--- config.mk ---
export PLATFORM = sky130hd
export DESIGN_NAME = regfile_wb_arbiter
export DESIGN_NICKNAME = d
export VERILOG_FILES = /design/src/rtl/regfile_wb_arbiter.sv
export SDC_FILE = /design/constraint.sdc
export NUM_CORES = 1
export LEC_CHECK = 0
export CAP_MARGIN = 5
export CORE_ASPECT_RATIO = 1.4
export CORE_MARGIN = 4
export CORE_UTILIZATION = 35
export CTS_CLUSTER_SIZE = 20
export DETAILED_ROUTE_END_ITERATION = 7
export PLACE_DENSITY_LB_ADDON = 0.25
export SYNTH_ARGS = -nofsm -noshare
export SYNTH_HDL_FRONTEND = slang
export SYNTH_SLANG_ARGS = --single-unit
--- constraint.sdc ---
create_clock -name clock -period 4.4 [get_ports clock]
set_input_delay 0.66 -clock clock [delete_from_list [all_inputs] [get_ports clock]]
set_output_delay 0.66 -clock clock [all_outputs]
set_load 0.03 [all_outputs]
--- src/rtl/regfile_wb_arbiter.sv ---
// Register-file write-port arbiter: loads always win, ALU writebacks that lose
// wait in an in-order FIFO, and source reads are flagged while a write is pending.
module regfile_wb_arbiter #(
  parameter int DATA_W     = 32,
  parameter int ADDR_W     = 5,
  parameter int FIFO_DEPTH = 2
) (
  input  logic                             clock,
  input  logic                             reset,
  input  logic                             alu_valid,
  input  logic [ADDR_W-1:0]                alu_addr,
  input  logic [DATA_W-1:0]                alu_data,
  output logic                             alu_ready,
  input  logic                             mem_valid,
  input  logic [ADDR_W-1:0]                mem_addr,
  input  logic [DATA_W-1:0]                mem_data,
  output logic                             rf_w_en,
  output logic [ADDR_W-1:0]                rf_w_addr,
  output logic [DATA_W-1:0]                rf_w_data,
  input  logic [ADDR_W-1:0]                rd_addr_s1,
  input  logic [ADDR_W-1:0]                rd_addr_s2,
  output logic                             hazard_s1,
  output logic                             hazard_s2,
  output logic [$clog2(FIFO_DEPTH+1)-1:0]  pending_count
);

  localparam int PTR_W = $clog2(FIFO_DEPTH);
  localparam int CNT_W = $clog2(FIFO_DEPTH + 1);
  localparam logic [CNT_W-1:0] DEPTH_C = CNT_W'(FIFO_DEPTH);

  logic [ADDR_W-1:0] fifo_addr [FIFO_DEPTH];
  logic [DATA_W-1:0] fifo_data [FIFO_DEPTH];
  logic [PTR_W-1:0]  rd_ptr;
  logic [PTR_W-1:0]  wr_ptr;
  logic [FIFO_DEPTH-1:0] entry_valid;

  logic              fifo_empty;
  logic              mem_sel;
  logic              alu_live;
  logic              enq;
  logic              deq;
  logic              sel_valid;
  logic [ADDR_W-1:0] sel_addr;
  logic [DATA_W-1:0] sel_data;
  logic              haz1;
  logic              haz2;

  assign alu_ready  = !reset && (pending_count < DEPTH_C);
  assign fifo_empty = (pending_count == '0);
  // Address-0 requests are accepted but contribute nothing downstream.
  assign mem_sel    = mem_valid && (mem_addr != '0);
  assign alu_live   = alu_valid && alu_ready && (alu_addr != '0);

  always_comb begin
    sel_valid = 1'b0;
    sel_addr  = fifo_addr[rd_ptr];
    sel_data  = fifo_data[rd_ptr];
    deq       = 1'b0;
    enq       = alu_live && (!fifo_empty || mem_sel);
    if (mem_sel) begin
      sel_valid = 1'b1;
      sel_addr  = mem_addr;
      sel_data  = mem_data;
    end else if (!fifo_empty) begin
      sel_valid = 1'b1;
      deq       = 1'b1;
    end else if (alu_live) begin
      sel_valid = 1'b1;
      sel_addr  = alu_addr;
      sel_data  = alu_data;
    end
  end

  // An entry is live when its distance from the head is below the occupancy.
  always_comb begin
    logic [PTR_W-1:0] off;
    entry_valid = '0;
    for (int i = 0; i < FIFO_DEPTH; i++) begin
      off = PTR_W'(i) - rd_ptr;
      entry_valid[i] = (CNT_W'(off) < pending_count);
    end
  end

  always_comb begin
    haz1 = 1'b0;
    haz2 = 1'b0;
    for (int i = 0; i < FIFO_DEPTH; i++) begin
      if (entry_valid[i] && fifo_addr[i] == rd_addr_s1) haz1 = 1'b1;
      if (entry_valid[i] && fifo_addr[i] == rd_addr_s2) haz2 = 1'b1;
    end
    if (rf_w_en && rf_w_addr == rd_addr_s1) haz1 = 1'b1;
    if (rf_w_en && rf_w_addr == rd_addr_s2) haz2 = 1'b1;
    if (mem_sel && mem_addr == rd_addr_s1) haz1 = 1'b1;
    if (mem_sel && mem_addr == rd_addr_s2) haz2 = 1'b1;
    if (alu_live && alu_addr == rd_addr_s1) haz1 = 1'b1;
    if (alu_live && alu_addr == rd_addr_s2) haz2 = 1'b1;
    hazard_s1 = haz1 && (rd_addr_s1 != '0);
    hazard_s2 = haz2 && (rd_addr_s2 != '0);
  end

  always_ff @(posedge clock) begin
    if (enq) begin
      fifo_addr[wr_ptr] <= alu_addr;
      fifo_data[wr_ptr] <= alu_data;
    end
  end

  always_ff @(posedge clock) begin
    if (reset) begin
      rd_ptr        <= '0;
      wr_ptr        <= '0;
      pending_count <= '0;
      rf_w_en       <= 1'b0;
      rf_w_addr     <= '0;
      rf_w_data     <= '0;
    end else begin
      if (enq) wr_ptr <= wr_ptr + PTR_W'(1);
      if (deq) rd_ptr <= rd_ptr + PTR_W'(1);
      pending_count <= pending_count + CNT_W'(enq) - CNT_W'(deq);
      rf_w_en       <= sel_valid;
      if (sel_valid) begin
        rf_w_addr <= sel_addr;
        rf_w_data <= sel_data;
      end
    end
  end

endmodule

==> metrics.md, run 1 <==
| Metric | Value |
|---|---|
| Status | `complete, no violations` |
| Design area | `7690 um2` |
| Top_reg_cell synth | `edfxtp_1` |
| Crit path buf inv count | `2` |
| Deepest clock path buffer count | `2` |
| CP Capture Type | `primary output` |
| DRT Wirelength | `14,800 um` |
| Setup ws final | `0.696 ns` |
| Final Power | `0.00340 W` |
| Cell variety after synth | `40` |
| Via Count | `4,203` |
| Final setup TNS | `0 ns` |
| Ports | `131` |
| Dpl cell area | `7080 um2` |
| Largest area contributor in the netlist | `edfxtp_1` |
| Pwr Density | `442 nW/um2` |
| Final setup violating endpoints | `0` |
| Leak | `2.68 nW` |
| Mapped Area | `5640 um2` |
| Drt drc | `0` |
| # Max-Cap Violations | `0` |
| H-tree depth | `4` |
| Post-CTS setup buffers | `0` |
| Std-Cell Core Area | `15,700 um2` |
| Crit path time final | `3.70 ns` |
| Critical path origin | `rd_addr_s1[4]` |
| Most frequent cells in the layout | `clkdlybuf4s50_1 (129), edfxtp_1 (74), nand2_1 (65), nor2_1 (47), dfxtp_1 (42)` |
| HPWL after DPL | `10,800 um` |
| Layout Nets | `698` |
| GRT overflow | `0` |
| Crit-path max FO | `6` |
| Filler cells | `1,444` |
| Slew Viols, Final | `0` |
| GRT Resource Usage Total | `16.8%` |
| R2R cell count | `5` |
| Hold buffer count at CTS | `0` |
| CTS clk-pin slew, worst paths | `0.06 ns` |
| Vias in the first global route | `4,589` |
| DRT Pass-1 Iters | `4` |
| Clock Skew | `0.0103 ns` |
| Pre-CTS WS | `0.693 ns` |
| Synth top area share | `39.4%` |
| 1st-iter DRT viols | `137` |
| Commonest non-fill, non-tap cell in the layout | `clkdlybuf4s50_1` |
| DIE AREA | `18,300 um2` |
| Final hold vios | `0` |
| # diodes | `0` |
| FMAX | `270 MHz` |
| Worst-path cell chain | `clkdlybuf4s50_1 > xor2_1 > or4_1 > nor3_1 > nor3_1 > a21oi_1 > clkdlybuf4s50_1` |
| Startpoint Class | `input pin` |
| Worst EP arrival | `3.04 ns` |
| Worst path max stage delay | `0.68 ns` |
| Setup CP Type | `in -> out` |
| Worst slew pin tran | `0.999 ns` |
| TritonCTS clock tree | `built` |
| End of the critical path | `hazard_s1` |
| Post-synthesis register bit count | `117` |
| Clk Latency, worst-skew pair | `0.41 ns` |
| Slew HR | `33.2%` |
| DRT antenna net count | `0` |
| Vert. Die Dim | `158 um` |
| Family with the most delay on the worst path | `buffers and inverters` |
| Synthesis-to-finish area growth | `36.3%` |
| IR Drop Worst-Case VDD | `0.000233 V` |
| Effective utilization at floorplan | `35.9%` |
| Layout cells sized above 1 | `11.7%` |
| CTS Buf Count | `17` |
| Ys Warns | `0` |
| FP Rows | `54` |
| CP max-delay cell | `clkdlybuf4s50_1` |
| Largest net degree at the start of global routing | `47` |
| Reg2Reg Launch Point | `pending_count[1]` |
| Fraction of registers with async set/reset | `0%` |
| Ranking of synthesized cells by area | `edfxtp_1 (39%), dfxtp_1 (15%), mux2i_1 (5.7%)` |
| Critical Path Stages | `7` |
| Post-Synthesis Mean Instance Area | `11.4 um2` |
| Critical Path RT | `3.74 ns` |
| Initial antenna violation count | `0` |
| GP Congestion | `0.839` |
| RR Endpoint | `fifo_data[1][7]` |
| Vias per Instance | `5.14` |
| Post-synth net total | `582` |
| Final worst path period share | `84.2%` |
| Seq/Total Area, Yosys | `54.6%` |
| Number of synthesized flops with an enable pin | `74` |
| Number of gates resized after CTS | `0` |
| Reg-to-reg setup timing slack | `1.82 ns` |
| Avg WL per Cell | `18.1 um` |
| Hold slack final | `0.499 ns` |
| Clock sink total | `117` |
| Hold Path Class | `reg -> reg` |
| First-pass GRT wire length | `23,400 um` |
| RSZ-0062 raised after global routing | `no` |
| Number of port buffers | `130` |
| Die width | `115 um` |
| Gate Count Post-Synth | `493` |
| Root buf cell | `clkbuf_16` |
[worst min-delay path by stage]
| stage | from | end | depth (start not counted) |
|---|---|---|---|
| after detailed placement | rf_w_data[21] | rf_w_data[21] | 2 |
| after global placement | rf_w_data[22] | rf_w_data[22] | 2 |
| after CTS | rf_w_data[21] | rf_w_data[21] | 2 |
| after global routing | rf_w_data[1] | rf_w_data[1] | 2 |
| after floorplan | wr_ptr | wr_ptr | 2 |
| final | rf_w_data[14] | rf_w_data[14] | 2 |
[logic make-up (layout without fill, tap and decap cells)]
| kind of cell | Yosys count | count (layout) | share of synthesized area [%] |
|---|---|---|---|
| XOR/XNOR | 52 | 52 | 8.07 |
| adder cells (fa/ha/maj) | 1 | 1 | 0.222 |
| AO/OA/AOI/OAI | 86 | 86 | 13.5 |
| buffers and inverters | 49 | 178 | 4.46 |
| flip-flops | 117 | 117 | 54.6 |
| multiplexers | 43 | 43 | 7.87 |
| AND/OR/NAND/NOR | 145 | 145 | 11.2 |
[metrics by stage]
stage	std cells	utilization, %
floorplan	493	-
global placement	786	45.0
detailed placement	786	45.0
CTS	818	48.9
global route	818	48.9
finish	818	48.9
[report_power, final]
group	internal, W	total (W)	switching [W]
combinational	0.000304	0.000688	0.000385
clock	0.000910	0.00141	0.000496
sequential	0.00125	0.00131	0.0000534
[synth_stat cells (4+ instances only)]
cell,count
buf_6,4
buf_2,9
xnor2_1,18
mux2i_1,32
a21oi_1,4
edfxtp_1,74
nor2_1,47
a221oi_1,5
nand2_1,65
o211ai_2,8
mux2_2,6
nor4_1,7
a311oi_2,5
o211ai_1,25
a211oi_1,5
a311oi_1,27
mux2_1,5
nor3_1,10
xor2_1,34
or4_1,4
clkbuf_1,28
dfxtp_1,43
[state kept, by name, indices dropped and copies added, names as in the netlist, named ones only]
name,cells
rf_w_en,1
rd_ptr,1
fifo_addr,10
fifo_data,64
wr_ptr,1
pending_count,2
rf_w_addr,5
rf_w_data,32
[routing by layer]
metal	track usage, %	vias up	wire length, um
met5	0	-	0
met1	17.7	2030	5650
met2	31.4	89	8310
met4	7.94	0	453
li1	-	2056	-
met3	3.42	28	426
[worst min-delay path, delay by kind of cell, from the launching register on]
family,cells,cell delay [ns]
DFF,1,0.31
and+or+nand+nor,1,0.09
AOI/OAI and AO/OA,1,0.05
[final cells by class]
type | count | area, um2 | area share [%]
multi-input cells | 327 | 2340 | 30.5
clock inverters | 14 | 175 | 2.28
inverters | 3 | 11.3 | 0.146
well taps | 196 | 245 | 3.19
repair buffers | 143 | 1390 | 18.1
clock buffers | 18 | 439 | 5.71
flip-flops and latches | 117 | 3080 | 40.1
Note: power is estimated with default switching activity, not from simulation.
==> run 2: changes to the inputs <==
- clock period: 4.4 -> 3.07 ns (I/O delays scaled with it)
==> metrics.md, run 2 (synthesized netlist as in run 1, its figures left out) <==
| Metric | Value |
|---|---|
| Status | `complete, no violations` |
| Vert. Die Dim | `158 um` |
| Layout Nets | `710` |
| DRT antenna net count | `0` |
| Slew Viols, Final | `0` |
| Number of port buffers | `130` |
| Family with the most delay on the worst path | `buffers and inverters` |
| Die width | `115 um` |
| FMAX | `349 MHz` |
| CP max-delay cell | `clkdlybuf4s50_1` |
| Crit-path max FO | `6` |
| Std-Cell Core Area | `15,700 um2` |
| Synthesis-to-finish area growth | `37.0%` |
| # Max-Cap Violations | `0` |
| Most frequent cells in the layout | `clkdlybuf4s50_1 (127), edfxtp_1 (74), nand2_1 (65), nor2_1 (47), dfxtp_1 (42)` |
| GRT Resource Usage Total | `16.5%` |
| Clock sink total | `117` |
| HPWL after DPL | `10,800 um` |
| Slew HR | `58.8%` |
| TritonCTS clock tree | `built` |
| Filler cells | `1,472` |
| Worst path max stage delay | `0.53 ns` |
| Crit path time final | `2.87 ns` |
| Largest net degree at the start of global routing | `38` |
| IR Drop Worst-Case VDD | `0.000325 V` |
| Avg WL per Cell | `18.0 um` |
| Via Count | `4,274` |
| CTS clk-pin slew, worst paths | `0.05 ns` |
| Root buf cell | `clkbuf_16` |
| Initial antenna violation count | `0` |
| DRT Pass-1 Iters | `4` |
| Reg with most FFs | `fifo_data` |
| DRT Wirelength | `14,900 um` |
| Design area | `7730 um2` |
| Deepest clock path buffer count | `2` |
| Vias in the first global route | `4,445` |
| Final worst path period share | `93.4%` |
| Commonest non-fill, non-tap cell in the layout | `clkdlybuf4s50_1` |
| Hold buffer count at CTS | `0` |
| Setup CP Type | `in -> out` |
| Worst-path cell chain | `clkdlybuf4s50_1 > or4_4 > o211ai_2 > nor4_1 > a31oi_1 > a21oi_1 > buf_4` |
| RSZ-0062 raised after global routing | `no` |
| Max reg flops | `64` |
| Final Power | `0.00461 W` |
| Final setup violating endpoints | `0` |
| Post-CTS setup buffers | `0` |
| First-pass GRT wire length | `23,100 um` |
| 1st-iter DRT viols | `199` |
| Vias per Instance | `5.15` |
| Ports | `131` |
| Pwr Density | `596 nW/um2` |
| FP Rows | `54` |
| Hold Path Class | `reg -> reg` |
| H-tree depth | `4` |
| Worst slew pin tran | `0.618 ns` |
| DIE AREA | `18,300 um2` |
| CP Capture Type | `primary output` |
| Final setup TNS | `0 ns` |
| Dpl cell area | `7210 um2` |
| Number of gates resized after CTS | `0` |
| Leak | `2.71 nW` |
| Drt drc | `0` |
| CTS Buf Count | `17` |
| Critical Path RT | `2.61 ns` |
| GRT overflow | `0` |
| Clk Latency, worst-skew pair | `0.40 ns` |
| Startpoint Class | `input pin` |
| Worst EP arrival | `2.41 ns` |
| Biggest registers after layout | `fifo_data: 64 flops, rf_w_data: 32 flops, fifo_addr: 10 flops` |
| Crit path buf inv count | `2` |
| GP Congestion | `0.894` |
| Clock Skew | `0.00806 ns` |
| Effective utilization at floorplan | `35.9%` |
| Layout cells sized above 1 | `12.5%` |
| # diodes | `0` |
| Final hold vios | `0` |
[run 2: power breakdown]
part	leakage, nW	internal [W]	total (W)	switching [W]
Clock	0.256	0.00109	0.00173	0.000636
Combinational	1.43	0.000453	0.00101	0.000558
Sequential	1.03	0.00180	0.00187	0.0000739
[run 2: metrics by stage]
stage | cells | hold WS (ns) | utilization [%] | setup WS, ns
3_5_place_dp | 798 | 0.493 | 45.8 | 0.204
4_1_cts | 830 | 0.500 | 49.1 | 0.215
3_3_place_gp | 798 | 0.484 | 45.8 | 0.199
6_report | 830 | 0.494 | 49.1 | 0.203
5_1_grt | 830 | 0.518 | 49.1 | 0.161
2_1_floorplan | 493 | 0.525 | - | -0.370
[run 2: layout make-up]
class	instances	area (um2)	share of cell area (%)
clock inverter	4	23.8	0.307
sequential	117	3080	39.9
inverter	3	11.3	0.146
multi-input combinational	327	2340	30.3
timing repair buffer	155	1530	19.8
tap	196	245	3.17
clock buffer	28	497	6.42
[run 2: routing by layer]
metal  vias to the layer above  track usage [%]  routed length, um
met4                         0             7.27                393
met3                        32             4.68                795
met5                         -                0                  0
li1                       2080                -                  -
met1                      2030             18.0               5770
met2                       132             29.7               7950
[run 2: path summary, 6_finish.rpt]
check / endpoint / cells after the start / slack, ns / start
worst max register to register: pending_count[1] / 6 / 1.04 / pending_count[1]
worst min-delay path: rf_w_data[14] / 2 / 0.49 / rf_w_data[14]
worst max-delay path: hazard_s2 / 7 / 0.20 / alu_addr[4]
worst min register to register: rf_w_data[14] / 2 / 0.49 / rf_w_data[14]
[run 2: worst min-delay path: stages (launching register included)]
cell	delay, ns
dfxtp_1	0.30
nor2_1	0.09
a311oi_1	0.05
==> run 3: changes to the inputs <==
--- a/constraint.sdc
+++ b/constraint.sdc
@@ -3,2 +3,2 @@
 set_output_delay 0.4605 -clock clock [all_outputs]
-set_load 0.03 [all_outputs]
+set_load 0.1 [all_outputs]
==> metrics.md, run 3 (synthesized netlist as in run 1, its figures left out) <==
| Metric | Value |
|---|---|
| Post-CTS setup buffers | `0` |
| Std-Cell Core Area | `15,700 um2` |
| TritonCTS clock tree | `built` |
| CTS Buf Count | `17` |
| DRT antenna net count | `0` |
| Setup CP Type | `in -> out` |
| Vert. Die Dim | `158 um` |
| Deepest clock path buffer count | `2` |
| CP max-delay cell | `or4_4` |
| Final setup violating endpoints | `0` |
| Clk Latency, worst-skew pair | `0.41 ns` |
| Final setup TNS | `0 ns` |
| Worst slew pin tran | `0.729 ns` |
| GRT overflow | `0` |
| Clock sink total | `117` |
| Final worst path period share | `93.3%` |
| Reg with most FFs | `fifo_data` |
| FMAX | `349 MHz` |
| Switch share | `32.8%` |
| Most frequent cells in the layout | `clkdlybuf4s50_1 (86), edfxtp_1 (74), nand2_1 (65), buf_4 (65), nor2_1 (46)` |
| Root buf cell | `clkbuf_16` |
| Dpl cell area | `7160 um2` |
| Fin util | `49.1%` |
| Hold Path Class | `reg -> reg` |
| CP Capture Type | `primary output` |
| Final hold vios | `0` |
| Biggest registers after layout | `fifo_data: 64 flops, rf_w_data: 32 flops, fifo_addr: 10 flops` |
| Number of cells after detailed placement | `799` |
| Critical Path Stages | `7` |
| Drt drc | `0` |
| H-tree depth | `4` |
| Effective utilization at floorplan | `35.9%` |
| Comb power frac | `26.5%` |
| DRT Pass-1 Iters | `5` |
| Seq pwr share | `36.4%` |
| Number of gates resized after CTS | `0` |
| 1st-iter DRT viols | `245` |
| Number of port buffers | `130` |
| FP Rows | `54` |
| Design area | `7730 um2` |
| Via Count | `4,337` |
| Hold path cells | `2` |
| Slew HR | `51.4%` |
| HPWL after DPL | `10,800 um` |
| Layout cells sized above 1 | `20.3%` |
| IR Drop Worst-Case VDD | `0.000395 V` |
| Crit path time final | `2.86 ns` |
| First-pass GRT wire length | `23,800 um` |
| Post-Layout Cell Count | `831` |
| Vias in the first global route | `4,574` |
| Worst EP arrival | `2.40 ns` |
| # Max-Cap Violations | `0` |
| Crit-path max FO | `6` |
| # diodes | `0` |
| DIE AREA | `18,300 um2` |
| R2R cell count | `6` |
| Slew Viols, Final | `0` |
| Status | `complete, no violations` |
| Final Power | `0.00519 W` |
| Net Sw Power | `0.00170 W` |
| Leak | `2.82 nW` |
| Largest net degree at the start of global routing | `70` |
| Max reg flops | `64` |
| Critical Path RT | `2.61 ns` |
| Hold buffer count at CTS | `0` |
| CTS clk-pin slew, worst paths | `0.05 ns` |
| Clock Skew | `0.00924 ns` |
| Cell-internal power | `0.00348 W` |
| Die width | `115 um` |
| GP Congestion | `0.949` |
| Clock share of power | `37.1%` |
| Worst-path cell chain | `clkdlybuf4s50_1 > or4_4 > o211ai_4 > nor4_1 > a31oi_1 > a21oi_4 > buf_12` |
| Crit path buf inv count | `2` |
| Initial antenna violation count | `0` |
| Vias per Instance | `5.22` |
| Synthesis-to-finish area growth | `37.0%` |
| Commonest non-fill, non-tap cell in the layout | `clkdlybuf4s50_1` |
| Ports | `131` |
| RSZ-0062 raised after global routing | `no` |
| Pwr Density | `670 nW/um2` |
| DRT Wirelength | `15,300 um` |
| Family with the most delay on the worst path | `simple AND/OR/NAND/NOR gates` |
| Startpoint Class | `input pin` |
| Filler cells | `1,444` |
| Layout Nets | `711` |
| GRT Resource Usage Total | `16.9%` |
| Avg WL per Cell | `18.4 um` |
| Worst path max stage delay | `0.59 ns` |
## run 3: cell types whose count changed in the layout (fill, tap and decap cells not counted), moves of 3 or more
cell,previous run,this run
inv_4,0,3
buf_4,23,65
clkbuf_1,8,4
clkdlybuf4s50_1,127,86
## run 3: path summary, 6_finish.rpt
check,start,end,slack [ns]
setup / recovery,alu_addr[1],hazard_s1,0.21
hold / removal,rf_w_data[9],rf_w_data[9],0.50
setup reg to reg,pending_count[0],pending_count[1],1.02
hold reg to reg,rf_w_data[9],rf_w_data[9],0.50
## run 3: area by class of cell
| cell class | count | area, um2 | area share [%] |
|---|---|---|---|
| flip-flops and latches | 117 | 3090 | 39.9 |
| well taps | 196 | 245 | 3.17 |
| clock inverters | 9 | 98.8 | 1.28 |
| multi-input cells | 327 | 2380 | 30.8 |
| clock buffers | 23 | 479 | 6.20 |
| repair buffers | 156 | 1430 | 18.5 |
| inverters | 3 | 11.3 | 0.146 |
## run 3: per-layer routing
metal | track usage [%] | wire length [um] | vias up
met2 | 29.2 | 7910 | 135
li1 | - | - | 2082
met3 | 3.65 | 717 | 33
met1 | 19.8 | 6140 | 2087
met5 | 0 | 0 | -
met4 | 7.89 | 483 | 0
## run 3: tightest hold or removal path: stages (launching register included)
cell and delay [ns]:
dfxtp_1 0.31, nor2_1 0.09, a311oi_1 0.05
## run 3: power groups by stage
| stage | Clock [W] | Sequential [W] | Combinational [W] |
|---|---|---|---|
| after floorplan | 0 | 0.00240 | 0.000503 |
| after global placement | 0 | 0.00191 | 0.00137 |
| after detailed placement | 0 | 0.00192 | 0.00138 |
| after CTS | 0.00196 | 0.00189 | 0.00139 |
| after global routing | 0.00204 | 0.00190 | 0.00146 |
| final | 0.00192 | 0.00189 | 0.00138 |
## run 3: stage by stage
step	setup slack (ns)	hold WS (ns)
2_1_floorplan	0.0161	0.525
3_3_place_gp	0.219	0.489
3_5_place_dp	0.197	0.498
4_1_cts	0.187	0.505
5_1_grt	0.103	0.522
6_report	0.205	0.503
